==> src/rtl/dma_pkg.sv <==
// ----------------------------------------------------------------------------
// dma_pkg
// Shared definitions for the mem_copy_dma block. It provides the controller
// state encoding and the command mode constants.
// ----------------------------------------------------------------------------
package dma_pkg;

    typedef enum logic [1:0] {
        IDLE  = 2'd0,
        READ  = 2'd1,
        WRITE = 2'd2,
        DONE  = 2'd3
    } dma_state_e;

    localparam logic MODE_COPY = 1'b0;
    localparam logic MODE_FILL = 1'b1;

endpackage

==> src/rtl/mem_copy_dma.sv <==
// ----------------------------------------------------------------------------
// mem_copy_dma
// This block drives the single port of the data memory. It accepts one command
// and then moves or fills a byte region with no processor involvement. Copy
// mode alternates a read cycle and a write cycle for each byte. Fill mode
// writes one byte per cycle.
//
// Ports
//   i_clk, i_reset     system clock; synchronous, active-high reset
//   i_start            command strobe (sampled only in IDLE)
//   i_mode             0 = copy, 1 = fill
//   i_src, i_dst       source / destination start addresses
//   i_len              byte count (0 completes at once)
//   i_fill_val         fill byte
//   o_mem_addr         memory address
//   o_mem_dat_in       memory write data
//   o_mem_wr_en        memory write enable
//   i_mem_dat_out      combinational memory read data
//   o_busy             high in READ and WRITE (external mux select)
//   o_done             one-cycle completion pulse
// ----------------------------------------------------------------------------
module mem_copy_dma
    import dma_pkg::*;
#(
    parameter int AW = 8,
    parameter int DW = 8
) (
    input  logic          i_clk,
    input  logic          i_reset,
    input  logic          i_start,
    input  logic          i_mode,
    input  logic [AW-1:0] i_src,
    input  logic [AW-1:0] i_dst,
    input  logic [7:0]    i_len,
    input  logic [DW-1:0] i_fill_val,
    output logic [AW-1:0] o_mem_addr,
    output logic [DW-1:0] o_mem_dat_in,
    output logic          o_mem_wr_en,
    input  logic [DW-1:0] i_mem_dat_out,
    output logic          o_busy,
    output logic          o_done
);

    dma_state_e    r_state;
    dma_state_e    w_next_state;
    logic [AW-1:0] r_src_ptr;
    logic [AW-1:0] r_dst_ptr;
    logic [7:0]    r_count;
    logic          r_mode;
    logic [DW-1:0] r_data;

    // State register and datapath. The pointers wrap naturally at 2^AW.
    always_ff @(posedge i_clk) begin
        if (i_reset) begin
            r_state   <= IDLE;
            r_src_ptr <= '0;
            r_dst_ptr <= '0;
            r_count   <= '0;
            r_mode    <= MODE_COPY;
            r_data    <= '0;
        end else begin
            r_state <= w_next_state;
            case (r_state)
                IDLE: begin
                    if (i_start) begin
                        r_src_ptr <= i_src;
                        r_dst_ptr <= i_dst;
                        r_count   <= i_len;
                        r_mode    <= i_mode;
                        // Preloading the fill byte lets fill mode skip the READ state.
                        r_data    <= i_fill_val;
                    end
                end
                READ: begin
                    r_data    <= i_mem_dat_out;
                    r_src_ptr <= r_src_ptr + 1'b1;
                end
                WRITE: begin
                    r_dst_ptr <= r_dst_ptr + 1'b1;
                    r_count   <= r_count - 1'b1;
                end
                default: ;
            endcase
        end
    end

    // Next-state logic and memory-port decode
    always_comb begin
        w_next_state = r_state;
        o_mem_addr   = '0;
        o_mem_dat_in = '0;
        o_mem_wr_en  = 1'b0;
        case (r_state)
            IDLE: begin
                if (i_start) begin
                    if (i_len == 8'd0)
                        w_next_state = DONE;
                    else if (i_mode == MODE_FILL)
                        w_next_state = WRITE;
                    else
                        w_next_state = READ;
                end
            end
            READ: begin
                o_mem_addr   = r_src_ptr;
                w_next_state = WRITE;
            end
            WRITE: begin
                o_mem_addr   = r_dst_ptr;
                o_mem_dat_in = r_data;
                // Without this gate, a reset raised during a WRITE cycle would
                // let the memory commit one more byte at the reset edge.
                o_mem_wr_en  = ~i_reset;
                if (r_count == 8'd1)
                    w_next_state = DONE;
                else if (r_mode == MODE_FILL)
                    w_next_state = WRITE;
                else
                    w_next_state = READ;
            end
            DONE: begin
                w_next_state = IDLE;
            end
            default: w_next_state = IDLE;
        endcase
    end

    assign o_busy = (r_state == READ) || (r_state == WRITE);
    assign o_done = (r_state == DONE);

endmodule

==> config.mk <==
export PLATFORM = sky130hd
export DESIGN_NAME = mem_copy_dma
export DESIGN_NICKNAME = d
export VERILOG_FILES = /design/src/rtl/dma_pkg.sv /design/src/rtl/mem_copy_dma.sv
export SDC_FILE = /design/constraint.sdc
export NUM_CORES = 1
export LEC_CHECK = 0
export CAP_MARGIN = 20
export CORE_MARGIN = 2
export CORE_UTILIZATION = 43
export CTS_CLUSTER_SIZE = 30
export DETAILED_ROUTE_END_ITERATION = 8
export GPL_TIMING_DRIVEN = 0
export PLACE_DENSITY = 0.79
export SLEW_MARGIN = 5
export SYNTH_ARGS = -nofsm -noshare
export SYNTH_HDL_FRONTEND = slang
export SYNTH_SLANG_ARGS = --single-unit
==> constraint.sdc <==
create_clock -name i_clk -period 1.6 [get_ports i_clk]
set_input_delay 0.24 -clock i_clk [delete_from_list [all_inputs] [get_ports i_clk]]
set_output_delay 0.24 -clock i_clk [all_outputs]
set_load 0.01 [all_outputs]
==> impl_metrics.env <==
export IMPL_outcome="finished with violations"
export IMPL_violations="negative setup slack"
export IMPL_crit_start="r_state[0]"
export IMPL_dp_cells=415
export IMPL_fp_dieH_um=75.5
export IMPL_syn_nets=337
export IMPL_cts_sinks=35
export IMPL_fin_nets=427
export IMPL_cts_buffers=5
export IMPL_combPwrFrac_pct=51.9
export IMPL_maxCapViolCount=0
export IMPL_p_int_w=0.00297
export IMPL_dp_slack_ns=-0.880
export IMPL_whs_ns=0.434
export IMPL_hold_depth=2
export IMPL_critPathArrivalTime_ns=1.53
export IMPL_reg2reg_depth=8
export IMPL_num_antenna_cells=0
export IMPL_grt_max_degree=12
export IMPL_placementRows=26
export IMPL_cpLargestDelayFamily="buffers and inverters"
export IMPL_finalMaxSlewViolations=0
export IMPL_cts_clk_slew_worst_paths_ns=0.07
export IMPL_cp_depth=6
export IMPL_period_minus_slack_ns=1.77
export IMPL_worstMarginPinSlew_ns=0.622
export IMPL_swShare_pct=38.4
export IMPL_fmax_mhz=564
export IMPL_cts_tree="yes"
export IMPL_core_area_mm2=0.00501
export IMPL_cts_max_path_buffers=2
export IMPL_layout_area_overhead_vs_synth_pct=60.1
export IMPL_wl_um=7900
export IMPL_path_buf_inv=3
export IMPL_cellPowerDensity_mw_per_mm2=1370
export IMPL_synth_seq_cells=35
export IMPL_rrSetupSlack_ns=-0.06
export IMPL_fin_worst_skew_ns=0.00590
export IMPL_dpl_hpwl_um=4670
export IMPL_firstDrtPassIters=5
export IMPL_power_w=0.00482
export IMPL_h_tree_depth=2
export IMPL_register_area_um2=711
export IMPL_power_leakage_nw=1.34
export IMPL_ys_warn_count=0
export IMPL_cts_root_buf="clkbuf_8"
export IMPL_hold_buffers=0
export IMPL_n_fill_cell=391
export IMPL_cp_required_ns=1.36
export IMPL_die_area_mm2=0.00569
export IMPL_via_count=2684
export IMPL_ys_seq_area_share_pct=31.9
export IMPL_grt_pass1_vias=2474
export IMPL_post_route_drc_count=0
export IMPL_insertion_delay_ns=0.30
export IMPL_layout_commonest_cell="clkdlybuf4s50_1"
export IMPL_place_congestion=0.915
export IMPL_grt_pass1_wl_um=12000
export IMPL_peakVddDrop_v=0.000761
export IMPL_timing_slew_headroom_pct=58.6
export IMPL_rsz0062_at_grt="true"
export IMPL_port_buffers=60
export IMPL_final_cell_mix="clkdlybuf4s50_1, dfxtp_1, nor2_1, buf_4, a21oi_1"
export IMPL_crit_chain="inv_4 > ha_4 > buf_4 > a22oi_2 > nor2b_1 > buf_2"
export IMPL_grt_use_total_pct=27.9
export IMPL_ys_async_sr_fraction_pct=0
export IMPL_synthCells=285
export IMPL_clkPwrFrac_pct=20.0
export IMPL_final_cells=446
export IMPL_cp_slowest_cell="dfxtp_4"
export IMPL_hp_start="i_reset"
export IMPL_multi_input_area_mm2=0.00156
export IMPL_hp_class="in -> reg"
export IMPL_p_seq_share_pct=28.1
export IMPL_rr_startpoint="r_state[0]"
export IMPL_die_x_um=75.5
export IMPL_postRouteAntennaNets=0
export IMPL_setup_viol=24
export IMPL_vias_per_cell=6.02
export IMPL_timing_final_crit_share_pct=111
export IMPL_synth_avg_cell_area_um2=7.70
export IMPL_start_util_pct=43.8
export IMPL_routedWlPerCell_um=17.7
export IMPL_antenna_found_initial=0
export IMPL_crit_type="reg -> out"
export IMPL_drive_gt1_share_pct=28.5
export IMPL_drt_iter0_markers=339
export IMPL_yosys_cell_types_count=40
export IMPL_endpoint_kind="output pin"
export IMPL_grt_overflow_total=0
export IMPL_fin_ws_ns=-0.172
export IMPL_slowest_delay_ns=0.37
export IMPL_yosys_most_used_dff="dfxtp_1"
export IMPL_cp_start_kind="flop"
export IMPL_syn_area_mm2=0.00220
export IMPL_p_sw_w=0.00185
export IMPL_cp_max_fo=10
export IMPL_synth_edf_count=0
export IMPL_io_pins=63
export IMPL_hold_violations=0
==> power groups by stage <==
stage,sequential (W),clock (W),combinational (W)
floorplan,0.00125,0,0.00114
global placement,0.00130,0,0.00160
detailed placement,0.00130,0,0.00163
CTS,0.00132,0.000958,0.00223
global route,0.00138,0.000992,0.00268
finish,0.00135,0.000963,0.00250
==> routing by layer <==
layer | up-vias | global-route usage (%) | wire, um
met5 | - | 0 | 0
met4 | 0 | 13.3 | 280
met3 | 37 | 3.70 | 686
met2 | 162 | 46.7 | 3820
met1 | 1247 | 35.5 | 3120
li1 | 1238 | - | -
==> flip-flops by register name (all words and copies together) (netlist names) <==
signal / flops
r_count: 8
r_mode: 1
r_dst_ptr: 8
r_data: 8
r_src_ptr: 8
r_state: 2
==> logic make-up (layout without fill, tap and decap cells) <==
family | after synthesis | in the layout | share of synthesized area, %
and+or+nand+nor | 101 | 101 | 23.5
AOI/OAI and AO/OA | 95 | 96 | 28.0
DFF | 35 | 35 | 31.9
buffers and inverters | 33 | 123 | 6.04
muxes | 13 | 13 | 5.98
adders and majority gates | 8 | 8 | 4.56
==> through the flow <==
step / util (%) / setup TNS, ns / area, um2
6_report: 70.2 / -2.17 / 3510
5_1_grt: 70.2 / -3.57 / 3510
4_1_cts: 67.5 / -2.72 / 3380
3_5_place_dp: 57.6 / -19.13 / 2890
3_3_place_gp: 57.6 / -17.93 / 2890
2_1_floorplan: - / -0.0207 / 2200
==> cell usage after synthesis, types with 2 or more instances <==
master	instances	area (um2)
nor3b_1	2	15.0
dfxtp_1	35	701
a22oi_1	9	67.6
mux2i_1	12	120
or4_1	4	30.0
nor2_1	24	90.1
ha_1	8	100
a21boi_0	3	22.5
o32ai_1	3	26.3
o22ai_1	4	25.0
and3_1	3	18.8
nand4_1	3	18.8
inv_1	12	45.0
nand3_1	9	45.0
clkbuf_1	11	41.3
a211oi_1	14	105
a21oi_1	19	95.1
buf_1	3	11.3
nor2b_1	11	68.8
o2bb2ai_1	4	35.0
and2_1	8	50.1
o21a_1	2	15.0
nor4_1	3	18.8
a221oi_1	4	35.0
nor3_1	7	35.0
o21ai_0	24	120
buf_2	7	35.0
nand2b_1	2	12.5
o211ai_1	2	15.0
nand2_1	21	78.8
a31oi_1	3	18.8
==> path summary, 6_finish.rpt <==
path / end
hold reg to reg: r_mode
hold / removal: r_count[0]
setup / recovery: o_mem_addr[3]
setup reg to reg: r_count[5]
==> what timing repair did <==
item	in CTS	in global routing
hold endpoints to repair	0	0
resized for setup	150	44
gates cloned	4	0
buffers inserted	18	2
setup endpoints to repair	52	40
pin swaps	14	19
==> cell type report <==
cell class,count,area share [%]
Sequential cell,35,20.2
Timing Repair Buffer,83,21.7
Buffer,20,5.84
Tap cell,70,2.49
Multi-Input combinational cell,218,44.4
Clock buffer,6,2.06
Clock inverter,2,1.71
Inverter,12,1.57
Note: power is estimated with default switching activity, not from simulation.
